File: config.mk
export PLATFORM = sky130hd
export DESIGN_NAME = f_mul_seq_ctrl
export DESIGN_NICKNAME = d
export VERILOG_FILES = /design/src/rtl/f_pkg.sv /design/src/rtl/f_classify.sv /design/src/rtl/f_mul_seq_ctrl.sv
export SDC_FILE = /design/constraint.sdc
export NUM_CORES = 1
export LEC_CHECK = 0
export BUFFER_PORTS_ARGS = -buffer_cell sky130_fd_sc_hd__buf_4
export CORE_MARGIN = 1.5
export CORE_UTILIZATION = 47
export DETAILED_ROUTE_END_ITERATION = 6
export HOLD_SLACK_MARGIN = 0.02
export PLACE_DENSITY_LB_ADDON = 0.12
export SLEW_MARGIN = 30
export SYNTH_ARGS = -nofsm -noshare
export SYNTH_HDL_FRONTEND = slang
export SYNTH_SLANG_ARGS = --single-unit
File: constraint.sdc
create_clock -name clk -period 2 [get_ports clk]
set_input_delay 0.4 -clock clk [delete_from_list [all_inputs] [get_ports clk]]
set_output_delay 0.4 -clock clk [all_outputs]
set_load 0.05 [all_outputs]
File: src/rtl/f_pkg.sv
// Shared FP32 definitions for the multiplier sequencer and the classifier:
// result constants, the operand class record and the sequencer state encoding.
package f_pkg;

  localparam logic [31:0] QNAN    = 32'h7FC00000;
  localparam logic [31:0] POS_INF = 32'h7F800000;

  typedef struct packed {
    logic nan;
    logic snan;
    logic inf;
    logic zero;
    logic subnormal;
    logic normal;
    logic sign;
  } f_class_t;

  typedef enum logic [2:0] {
    IDLE,
    DECODE,
    ISSUE,
    WAIT,
    RESP
  } mul_seq_state_t;

  // Replace a subnormal with a zero of the same sign; anything else passes through.
  function automatic logic [31:0] flush_subnormal(input logic [31:0] x);
    return (x[30:23] == 8'h00) ? {x[31], 31'h0} : x;
  endfunction

endpackage

File: src/rtl/f_classify.sv
// Combinational FP32 operand classifier.
// Also intended for reuse by the add and div sequencers.
module f_classify
  import f_pkg::*;
(
  input  logic [31:0] x,
  output f_class_t    cls
);

  logic [7:0]  exp_f;
  logic [22:0] sig_f;
  logic        exp_max;
  logic        exp_min;
  logic        sig_zero;

  assign exp_f    = x[30:23];
  assign sig_f    = x[22:0];
  assign exp_max  = (exp_f == 8'hFF);
  assign exp_min  = (exp_f == 8'h00);
  assign sig_zero = (sig_f == 23'h0);

  always_comb begin
    cls           = '0;
    cls.nan       = exp_max & ~sig_zero;
    // A NaN with the quiet bit clear is signalling.
    cls.snan      = exp_max & ~sig_zero & ~sig_f[22];
    cls.inf       = exp_max & sig_zero;
    cls.zero      = exp_min & sig_zero;
    cls.subnormal = exp_min & ~sig_zero;
    cls.normal    = ~exp_max & ~exp_min;
    cls.sign      = x[31];
  end

endmodule

File: src/rtl/f_mul_seq_ctrl.sv
// Sequencer in front of the multi-cycle FP32 multiplier core: resolves special
// operands locally, dispatches finite pairs to the core and guards it with a watchdog.
module f_mul_seq_ctrl
  import f_pkg::*;
#(
  parameter int TIMEOUT = 64,
  parameter bit FTZ     = 1'b1
) (
  input  logic        clk,
  input  logic        rst,
  input  logic        in_valid,
  output logic        in_ready,
  input  logic [31:0] in_a,
  input  logic [31:0] in_b,
  output logic        core_start,
  output logic [31:0] core_a,
  output logic [31:0] core_b,
  input  logic        core_done,
  input  logic [31:0] core_result,
  output logic        out_valid,
  input  logic        out_ready,
  output logic [31:0] out_result,
  output logic [2:0]  out_flags
);

  localparam int WD_W = $clog2(TIMEOUT + 1);
  // The abort is registered from the WAIT cycle holding this count, so the
  // watchdog reads TIMEOUT-1 once the response is presented.
  localparam logic [31:0] WD_LIMIT = (TIMEOUT >= 2) ? 32'(TIMEOUT - 2) : 32'd0;

  mul_seq_state_t  state_q, state_d;
  logic [31:0]     a_q, a_d;
  logic [31:0]     b_q, b_d;
  logic [WD_W-1:0] wd_q, wd_d;
  logic [31:0]     res_q, res_d;
  logic [2:0]      flags_q, flags_d;

  f_class_t cls_a;
  f_class_t cls_b;
  logic     prod_sign;
  logic     both_finite;

  f_classify u_cls_a (.x(a_q), .cls(cls_a));
  f_classify u_cls_b (.x(b_q), .cls(cls_b));

  assign prod_sign   = cls_a.sign ^ cls_b.sign;
  assign both_finite = (cls_a.normal | cls_a.subnormal) & (cls_b.normal | cls_b.subnormal);

  always_comb begin
    state_d = state_q;
    a_d     = a_q;
    b_d     = b_q;
    wd_d    = wd_q;
    res_d   = res_q;
    flags_d = flags_q;

    case (state_q)
      IDLE: begin
        if (in_valid) begin
          a_d     = FTZ ? flush_subnormal(in_a) : in_a;
          b_d     = FTZ ? flush_subnormal(in_b) : in_b;
          state_d = DECODE;
        end
      end

      DECODE: begin
        state_d = RESP;
        if (cls_a.nan | cls_b.nan) begin
          res_d   = QNAN;
          flags_d = {cls_a.snan | cls_b.snan, 1'b1, 1'b0};
        end else if ((cls_a.inf & cls_b.zero) | (cls_a.zero & cls_b.inf)) begin
          res_d   = QNAN;
          flags_d = 3'b110;
        end else if (cls_a.inf | cls_b.inf) begin
          res_d   = POS_INF | {prod_sign, 31'h0};
          flags_d = 3'b010;
        end else if (cls_a.zero | cls_b.zero) begin
          res_d   = {prod_sign, 31'h0};
          flags_d = 3'b010;
        end else if (both_finite) begin
          state_d = ISSUE;
        end else begin
          res_d   = QNAN;
          flags_d = 3'b110;
        end
      end

      ISSUE: begin
        wd_d    = '0;
        state_d = WAIT;
      end

      WAIT: begin
        wd_d = wd_q + WD_W'(1);
        // A done pulse on the abort cycle still delivers the core's product.
        if (core_done) begin
          res_d   = core_result;
          flags_d = 3'b000;
          state_d = RESP;
        end else if (32'(wd_q) >= WD_LIMIT) begin
          res_d   = QNAN;
          flags_d = 3'b001;
          state_d = RESP;
        end
      end

      RESP: begin
        if (out_ready) begin
          state_d = IDLE;
        end
      end

      default: state_d = IDLE;
    endcase
  end

  always_ff @(posedge clk) begin
    if (rst) begin
      state_q <= IDLE;
      a_q     <= '0;
      b_q     <= '0;
      wd_q    <= '0;
      res_q   <= '0;
      flags_q <= '0;
    end else begin
      state_q <= state_d;
      a_q     <= a_d;
      b_q     <= b_d;
      wd_q    <= wd_d;
      res_q   <= res_d;
      flags_q <= flags_d;
    end
  end

  assign in_ready   = (state_q == IDLE);
  assign core_start = (state_q == ISSUE);
  assign out_valid  = (state_q == RESP);
  assign core_a     = a_q;
  assign core_b     = b_q;
  assign out_result = res_q;
  assign out_flags  = flags_q;

endmodule

==> flow_summary.yaml, run 1 <==
run_status:
  outcome: "finished with violations"
  violations: "setup timing"
yosys:
  netlist_area_mm2: 0.00439
  ys.flop_type: "dfxtp_1"
  synth_common_cells: "dfxtp_1, nor2_1, nand2_1"
  synth.distinct_cells: 45
  yosysTopAreaCell: "dfxtp_1"
  async_flop_share: 0
  yosysWarnings: 0
  synth-seq-area-share: 0.497
  synth_area_per_cell_um2: 8.42
  synth-edff-count: 0
  syn-num-nets: 625
  synth_cells: 522
  yosys.area.top_type_share: 0.497
  yosysMostFrequentCell: "dfxtp_1"
  synth_area_leaders: "dfxtp_1, a22oi_1, a21oi_1"
  synth-seq-cells: 109
floorplanning:
  fp.coreArea_mm2: 0.00915
  die_y_um: 99.7
  fp-row-count: 35
  start_util: 0.480
  fp.dieW_um: 99.7
  num_io_pins: 203
  die-area_mm2: 0.00994
pwr:
  power_density_mw_per_mm2: 984
  leakagePower_nw: 2.71
  ir_drop_mv: 0.579
setup_path:
  cpPeakStageDelay_ns: 0.34
  arrival_ns: 2.27
  r2r_setup_slack_ns: -0.02
  worstSetupEndpointType: "register"
  crit_slowest_cell: "dfxtp_1"
  worstPathRequired_ns: 2.24
  critPathLaunchType: "register"
  crit_chain: "nor4_2 > nand4_1 > buf_4 > nor3_4 > o31ai_4 > or2_4 > a32o_1"
  path_class: "register to register"
  critPathMaxFanout: 7
global_routing:
  grt_pass1_vias: 4289
  top_usage_layer: "met2"
  grtUsageMet1: 0.306
  grt_use_total: 0.244
  grt_pass1_wl_mm: 19.9
  grtUsageMet2: 0.407
  overflow: 0
  antenna_found_initial: 0
  grt_max_degree: 52
  gr-usage-met3: 0.0682
clocking:
  hold_buffers: 0
  htree_levels: 3
  clock-sinks: 109
  clockBufferDepth: 2
  clk_pin_slew_ns: 0.10
  cts_made_buffers: 9
  clock-root-buffer: "clkbuf_8"
  clock_latency_ns: 0.36
  tritoncts: "done"
drt:
  ant_nets: 0
  viasPerCell: 5.48
  num_vias: 4594
  wl_per_cell_um: 15.0
  drt_first_pass_iters: 5
  drt_iter0_drc: 175
  drc: 0
  wl_mm: 12.6
sta:
  setup_violations: 1
  fmax_ghz: 0.494
  finalCriticalPeriod_ns: 2.02
  hold_ws_ns: 0.274
  rsz0062_at_grt: "true"
  slew_headroom: 0.728
  worst_pin_slew_ns: 0.408
  hold_violations: 0
  period_share: 1.01
  drv_slew: 0
  skew_ns: 0.0147
  tns_ns: -0.0247
  fin_ws_ns: -0.0247
layout:
  n_fill_cell: 787
  multi_input_area_mm2: 0.00209
  syn_to_final_growth_pct: 44.8
  seq_area_mm2: 0.00219
  drive_above_1_share: 0.380
  fin_nets: 826
  layout.cells.non_filler: 839
  diodes: 0
placement:
  portBuffers: 202
  placed_cells: 818
  dp.final_hpwl_mm: 9.30
  gp_congestion: 0.910
min_path:
  holdCritPathClass: "input port to register"
run:
  maxCapViolCount: 0
-- stage by stage --
step | worst slack [ns] | area [µm²] | util | power, W
after floorplan | -0.130 | 4410 | - | 0.00412
after global placement | -0.0116 | 6050 | 0.661 | 0.00484
after detailed placement | -0.0702 | 6050 | 0.661 | 0.00488
after CTS | 0.0150 | 6280 | 0.686 | 0.00622
after global routing | -0.139 | 6360 | 0.695 | 0.00657
final | -0.0247 | 6360 | 0.695 | 0.00626
-- kinds of logic (layout without fill, tap and decap cells) --
group,count (synthesis),in the layout,synth area share
xor+xnor,1,1,0.00199
fa+ha+maj,2,2,0.00569
flops,109,109,0.497
compound gates,168,168,0.235
simple gates,200,200,0.215
buf+inv,42,248,0.0453
-- layer usage --
layer  up-vias  wire length, µm
met5         -                0
met4         0              254
met3        21              796
met2       154             6170
met1      2157             5360
li1       2262                -
-- flip-flops by register name, summed over array words and instances, names as in the netlist --
signal	cells
core_a	32
out_result	32
wd_q	7
state_q	3
out_flags	3
core_b	32
-- power by group --
part | internal, W | total, W | switching (W)
Combinational | 0.000833 | 0.00235 | 0.00152
Clock | 0.000587 | 0.00132 | 0.000729
Sequential | 0.00239 | 0.00259 | 0.000202
-- placed cells by master, fill, tap and decap left out, types with 2 or more instances in the layout --
cell and count:
a211oi_1 6, a21oi_1 59, a22oi_1 46, a32o_1 2, and2_1 3, buf_4 224
buf_6 2, clkbuf_1 2, clkbuf_8 9, dfxtp_1 99, dfxtp_2 10, ha_1 2
inv_1 5, nand2_1 64, nand2_2 2, nand2b_1 3, nand3_1 3, nand4_1 9
nor2_1 67, nor2_4 2, nor2b_1 9, nor3_1 5, nor3_4 2, nor4_1 12
nor4_2 6, o21ai_0 34, o21ai_1 10, or2_2 3
-- critical path: cells and delay by family (launching register included) --
family,cells,cell delay (ns)
buf+inv,1,0.18
flops,1,0.34
simple gates,4,1.01
compound gates,2,0.39
-- cell type report --
class	instances	share of cell area
Sequential cell	109	0.345
Tap cell	111	0.0218
Multi-Input combinational cell	371	0.329
Timing Repair Buffer	227	0.271
Inverter	5	0.00295
Clock inverter	5	0.00944
Clock buffer	11	0.0206
-- what timing repair did --
action	CTS	global route
endpoints found under the setup margin	28	36
pin swaps	4	5
gates resized for setup	5	16
buffers inserted	3	2
gates cloned	0	0
-- worst paths after layout --
path / end / startpoint / cells past startpoint
hold / removal: core_a[11] / in_a[11] / 3
setup / recovery: out_result[22] / core_a[17] / 7
hold reg to reg: out_flags[0] / out_flags[0] / 2
setup reg to reg: out_result[22] / core_a[17] / 7
(Power assumes the default switching activity.)
==> run 2: changes to the inputs <==
- GPL_TIMING_DRIVEN: not set -> 0
- SLEW_MARGIN: 30 -> not set
==> run 2 against run 1 <==
- the run now ends clean
- total power shrank 0.34%
- combinational power hardly changed
- clock power is 3% lower
- design area rose by 0.87%
==> flow_summary.yaml, run 2 (synthesis results as in run 1) <==
run_status:
  outcome: "finished, final reports clean"
drt:
  drc: 0
  ant_nets: 0
  drt_iter0_drc: 201
  wl_mm: 13.2
  num_vias: 4656
  wl_per_cell_um: 15.5
  viasPerCell: 5.45
  drt_first_pass_iters: 4
min_path:
  holdCritPathClass: "input port to register"
  min_path_cells: 3
sta:
  rsz0062_at_grt: "true"
  period_share: 0.992
  drv_slew: 0
  setup_violations: 0
  finalCriticalPeriod_ns: 1.98
  fmax_ghz: 0.504
  skew_ns: 0.0132
  hold_ws_ns: 0.262
  worst_pin_slew_ns: 0.520
  slew_headroom: 0.653
  hold_violations: 0
setup_path:
  r2r_setup_slack_ns: 0.02
  critPathMaxFanout: 8
  worstSetupEndpointType: "register"
  path_class: "register to register"
  worstRegToRegCells: 7
  worstPathRequired_ns: 2.26
  critPathLaunchType: "register"
  r2r-start: "core_a[17]"
  arrival_ns: 2.24
  cp-startpoint: "core_a[17]"
  r2r_end: "out_result[22]"
  worstSetupEndpoint: "out_result[22]"
global_routing:
  antenna_found_initial: 0
  grt_pass1_vias: 4448
  grt_use_total: 0.260
  overflow: 0
  grt_pass1_wl_mm: 20.9
  grt_max_degree: 20
clocking:
  clock-root-buffer: "clkbuf_8"
  clockBufferDepth: 2
  cts_made_buffers: 9
  clock_latency_ns: 0.37
  tritoncts: "done"
  clk_pin_slew_ns: 0.11
  clock-sinks: 109
  htree_levels: 3
pwr:
  leakagePower_nw: 2.72
  power_density_mw_per_mm2: 972
  ir_drop_mv: 0.568
placement:
  dp.final_hpwl_mm: 10.0
  gp_congestion: 0.818
  placed_cell_area_mm2: 0.00606
  placed_cells: 835
  portBuffers: 202
layout:
  syn_to_final_growth_pct: 46.0
  final_common_cell: "buf_4"
  mostFrequentLayoutCells: "buf_4, dfxtp_1, nor2_1"
  drive_above_1_share: 0.381
  fin_nets: 841
  final_area_mm2: 0.00642
  n_fill_cell: 753
  layout.cells.non_filler: 854
  diodes: 0
floorplanning:
  fp.dieW_um: 99.7
  start_util: 0.480
  num_io_pins: 203
  fp-row-count: 35
  fp.coreArea_mm2: 0.00915
  die_y_um: 99.7
  die-area_mm2: 0.00994
run:
  maxCapViolCount: 0
[run 2: changes by cell type in the layout (fill, tap and decap cells not counted), sizes merged]
cell / previous run / this run
clkbuf: 11 / 35
inv: 6 / 8
buf: 227 / 217
bufinv: 1 / 0
[run 2: worst min path at each step]
stage / endpoint / slack (ns) / start
3_3_place_gp: out_flags[0] / 0.44 / out_flags[0]
4_1_cts: core_a[9] / 0.25 / in_a[9]
3_5_place_dp: out_result[31] / 0.45 / out_result[31]
2_1_floorplan: wd_q[5] / 0.46 / wd_q[5]
5_1_grt: core_b[11] / 0.25 / in_b[11]
6_report: core_a[9] / 0.26 / in_a[9]
[run 2: layout make-up]
type,count,area [µm²],area share
clock buffers,10,138,0.0214
repair buffers,206,1550,0.242
clock inverters,6,53.8,0.00838
inverters,5,18.8,0.00292
flip-flops and latches,109,2200,0.343
well taps,111,139,0.0216
multi-input cells,371,2130,0.331
plain buffers,36,194,0.0302
[run 2: what timing repair did]
action                                  4_1_cts  5_1_grt
gates resized for setup                       5       41
endpoints found under the setup margin       36       76
hold buffers                                  0        0
pin swaps                                     3        8
buffers inserted                              3        1
[run 2: per-layer routing]
layer	vias up	wire [µm]	GRT usage
met3	18	902	0.0696
met2	172	6570	0.447
met4	0	228	0.0867
met5	-	0	0
met1	2178	5510	0.315
li1	2288	-	-
[run 2: power breakdown]
group	internal, W	switching (W)
clock network	0.000510	0.000772
logic	0.000819	0.00154
registers	0.00239	0.000206
total	0.00372	0.00252
[run 2: worst max-delay path, stage by stage (launching register included)]
cell and delay [ns]:
dfxtp_2 0.35, nor4_2 0.30, nand4_1 0.16, buf_6 0.17, nor3_4 0.21, o31ai_4 0.13
or2_4 0.29, a32o_1 0.26
[run 2: per-stage QoR]
stage / TNS, ns / total power (W) / util / setup slack (ns)
2_1_floorplan: -6.46 / 0.00412 / - / -0.130
3_3_place_gp: -1.78 / 0.00483 / 0.663 / -0.128
3_5_place_dp: -3.06 / 0.00488 / 0.663 / -0.164
4_1_cts: 0 / 0.00618 / 0.689 / 0.00471
5_1_grt: -0.543 / 0.00655 / 0.701 / -0.0774
6_report: 0 / 0.00624 / 0.701 / 0.0160
==> run 3: changes to the inputs <==
- ABC_AREA: not set -> 1
==> run 3 against run 2 <==
- clock power about the same
- routed wire length up 5.2%
- design area grew 0.80%
- critical endpoint is now out_result[26]
==> flow_summary.yaml, run 3 <==
run_status:
  outcome: "finished, final reports clean"
clocking:
  clock-root-buffer: "clkbuf_8"
  tritoncts: "done"
  clock_latency_ns: 0.37
  clk_pin_slew_ns: 0.11
  clockBufferDepth: 2
  htree_levels: 3
  clock-sinks: 109
  cts_made_buffers: 9
setup_path:
  critPathMaxFanout: 10
  cpPeakStageDelay_ns: 0.35
  worstPathRequired_ns: 2.29
  worstSetupEndpointType: "register"
  critPathTopFamily: "simple AND/OR/NAND/NOR gates"
  crit_chain: "nor2_1 > nand2_1 > nor2_1 > nand4_1 > nand3_2 > nand2_4 > inv_2 > buf_4 > nand2_1 > a21oi_1"
  crit_slowest_cell: "dfxtp_1"
  crit_buf_inv: 2
  critPathLaunchType: "register"
  path_class: "register to register"
  arrival_ns: 2.07
yosys:
  netlist_area_mm2: 0.00459
  synth-seq-area-share: 0.475
  yosysMostFrequentCell: "nand2_1"
  synth_area_per_cell_um2: 7.17
  synth_cells: 640
  yosysTopAreaCell: "dfxtp_1"
  yosys.area.top_type_share: 0.475
  syn-num-nets: 743
  synth-edff-count: 0
  synth.distinct_cells: 29
  ys.flop_type: "dfxtp_1"
  synth_area_leaders: "dfxtp_1, nand2_1, a21oi_1"
  synth_common_cells: "nand2_1, dfxtp_1, a21oi_1"
  yosysWarnings: 0
  synth-seq-cells: 109
  async_flop_share: 0
global_routing:
  overflow: 0
  antenna_found_initial: 0
  grt_use_total: 0.266
  grt_max_degree: 20
  grt_pass1_vias: 4638
  grt_pass1_wl_mm: 21.7
run:
  maxCapViolCount: 0
layout:
  n_fill_cell: 844
  seq_area_mm2: 0.00218
  drive_above_1_share: 0.291
  final_common_cell: "buf_4"
  fin_nets: 955
  mostFrequentLayoutCells: "buf_4, nand2_1, dfxtp_1"
  multi_input_area_mm2: 0.00211
  diodes: 0
  syn_to_final_growth_pct: 40.9
sta:
  hold_violations: 0
  worst_pin_slew_ns: 0.545
  period_share: 0.890
  hold_ws_ns: 0.274
  finalCriticalPeriod_ns: 1.78
  fin_ws_ns: 0.219
  drv_slew: 0
  rsz0062_at_grt: "false"
  slew_headroom: 0.637
  fmax_ghz: 0.562
  setup_violations: 0
  skew_ns: 0.0200
placement:
  portBuffers: 201
  dp_worst_setup_slack_ns: -0.132
  gp_congestion: 0.845
  dp.final_hpwl_mm: 10.7
drt:
  wl_per_cell_um: 14.1
  wl_mm: 13.9
  num_vias: 5059
  drt_iter0_drc: 233
  viasPerCell: 5.13
  drc: 0
  drt_first_pass_iters: 5
  ant_nets: 0
pwr:
  ir_drop_mv: 0.469
  leakagePower_nw: 3.00
  power_density_mw_per_mm2: 919
floorplanning:
  start_util: 0.490
  die_y_um: 102
  fp.dieW_um: 102
  fp.coreArea_mm2: 0.00937
  fp-row-count: 35
  die-area_mm2: 0.0104
  num_io_pins: 203
min_path:
  holdCritPathClass: "input port to register"
run 3: cell families (layout without fill, tap and decap cells):
group | after synthesis | after routing | share of synthesized area
buffers and inverters | 75 | 292 | 0.0678
xor gates and xnor gates | 1 | 1 | 0.00191
DFF | 109 | 109 | 0.475
and+or+nand+nor | 274 | 274 | 0.248
AOI/OAI and AO/OA | 179 | 179 | 0.201
adders and majority gates | 2 | 2 | 0.00545
run 3: metal layers:
layer  GRT usage  vias up  part of all wire
li1            -     2542                 -
met1       0.323     2306              0.41
met2       0.467      188              0.49
met3      0.0588       23             0.073
met4      0.0875        0             0.019
met5           0        -                 0
run 3: worst register-to-register path, stage by stage, from the launching register on:
cell,delay [ns]
dfxtp_1,0.35
nor2_1,0.16
nand2_1,0.07
nor2_1,0.18
nand4_1,0.20
nand3_2,0.16
nand2_4,0.11
inv_2,0.11
buf_4,0.17
nand2_1,0.07
a21oi_1,0.14
run 3: where the power goes:
part | switching, W | internal (W)
Combinational | 0.00142 | 0.000654
Sequential | 0.000170 | 0.00239
Clock | 0.000796 | 0.000513
Total | 0.00239 | 0.00356
run 3: per-stage QoR:
step / utilization / area [µm²] / total power [W] / setup TNS [ns] / instances
global route: 0.690 / 6470 / 0.00622 / 0 / 986
detailed placement: 0.668 / 6260 / 0.00466 / -0.718 / 970
finish: 0.690 / 6470 / 0.00594 / 0 / 986
CTS: 0.689 / 6450 / 0.00595 / 0 / 986
floorplan: - / 4590 / 0.00395 / 0 / 640
global placement: 0.668 / 6260 / 0.00463 / -0.212 / 970
run 3: area by class of cell:
| class | instances | area share |
|---|---|---|
| Sequential cell | 109 | 0.337 |
| Multi-Input combinational cell | 456 | 0.326 |
| Timing Repair Buffer | 201 | 0.233 |
| Buffer | 40 | 0.0282 |
| Tap cell | 129 | 0.0250 |
| Clock buffer | 10 | 0.0213 |
| Inverter | 35 | 0.0203 |
| Clock inverter | 6 | 0.00832 |
run 3: what timing repair did:
item                       CTS  global route
setup endpoints to repair    0            23
setup buffers                0             0
gates resized for setup      0             8
hold buffers                 0             0
run 3: final timing paths:
check	startpoint	endpoint	slack, ns	cells past startpoint
max	core_a[20]	out_result[26]	0.22	10
min	in_b[8]	core_b[8]	0.27	3
max reg2reg	core_a[20]	out_result[26]	0.22	10
min reg2reg	out_result[15]	out_result[15]	0.47	2
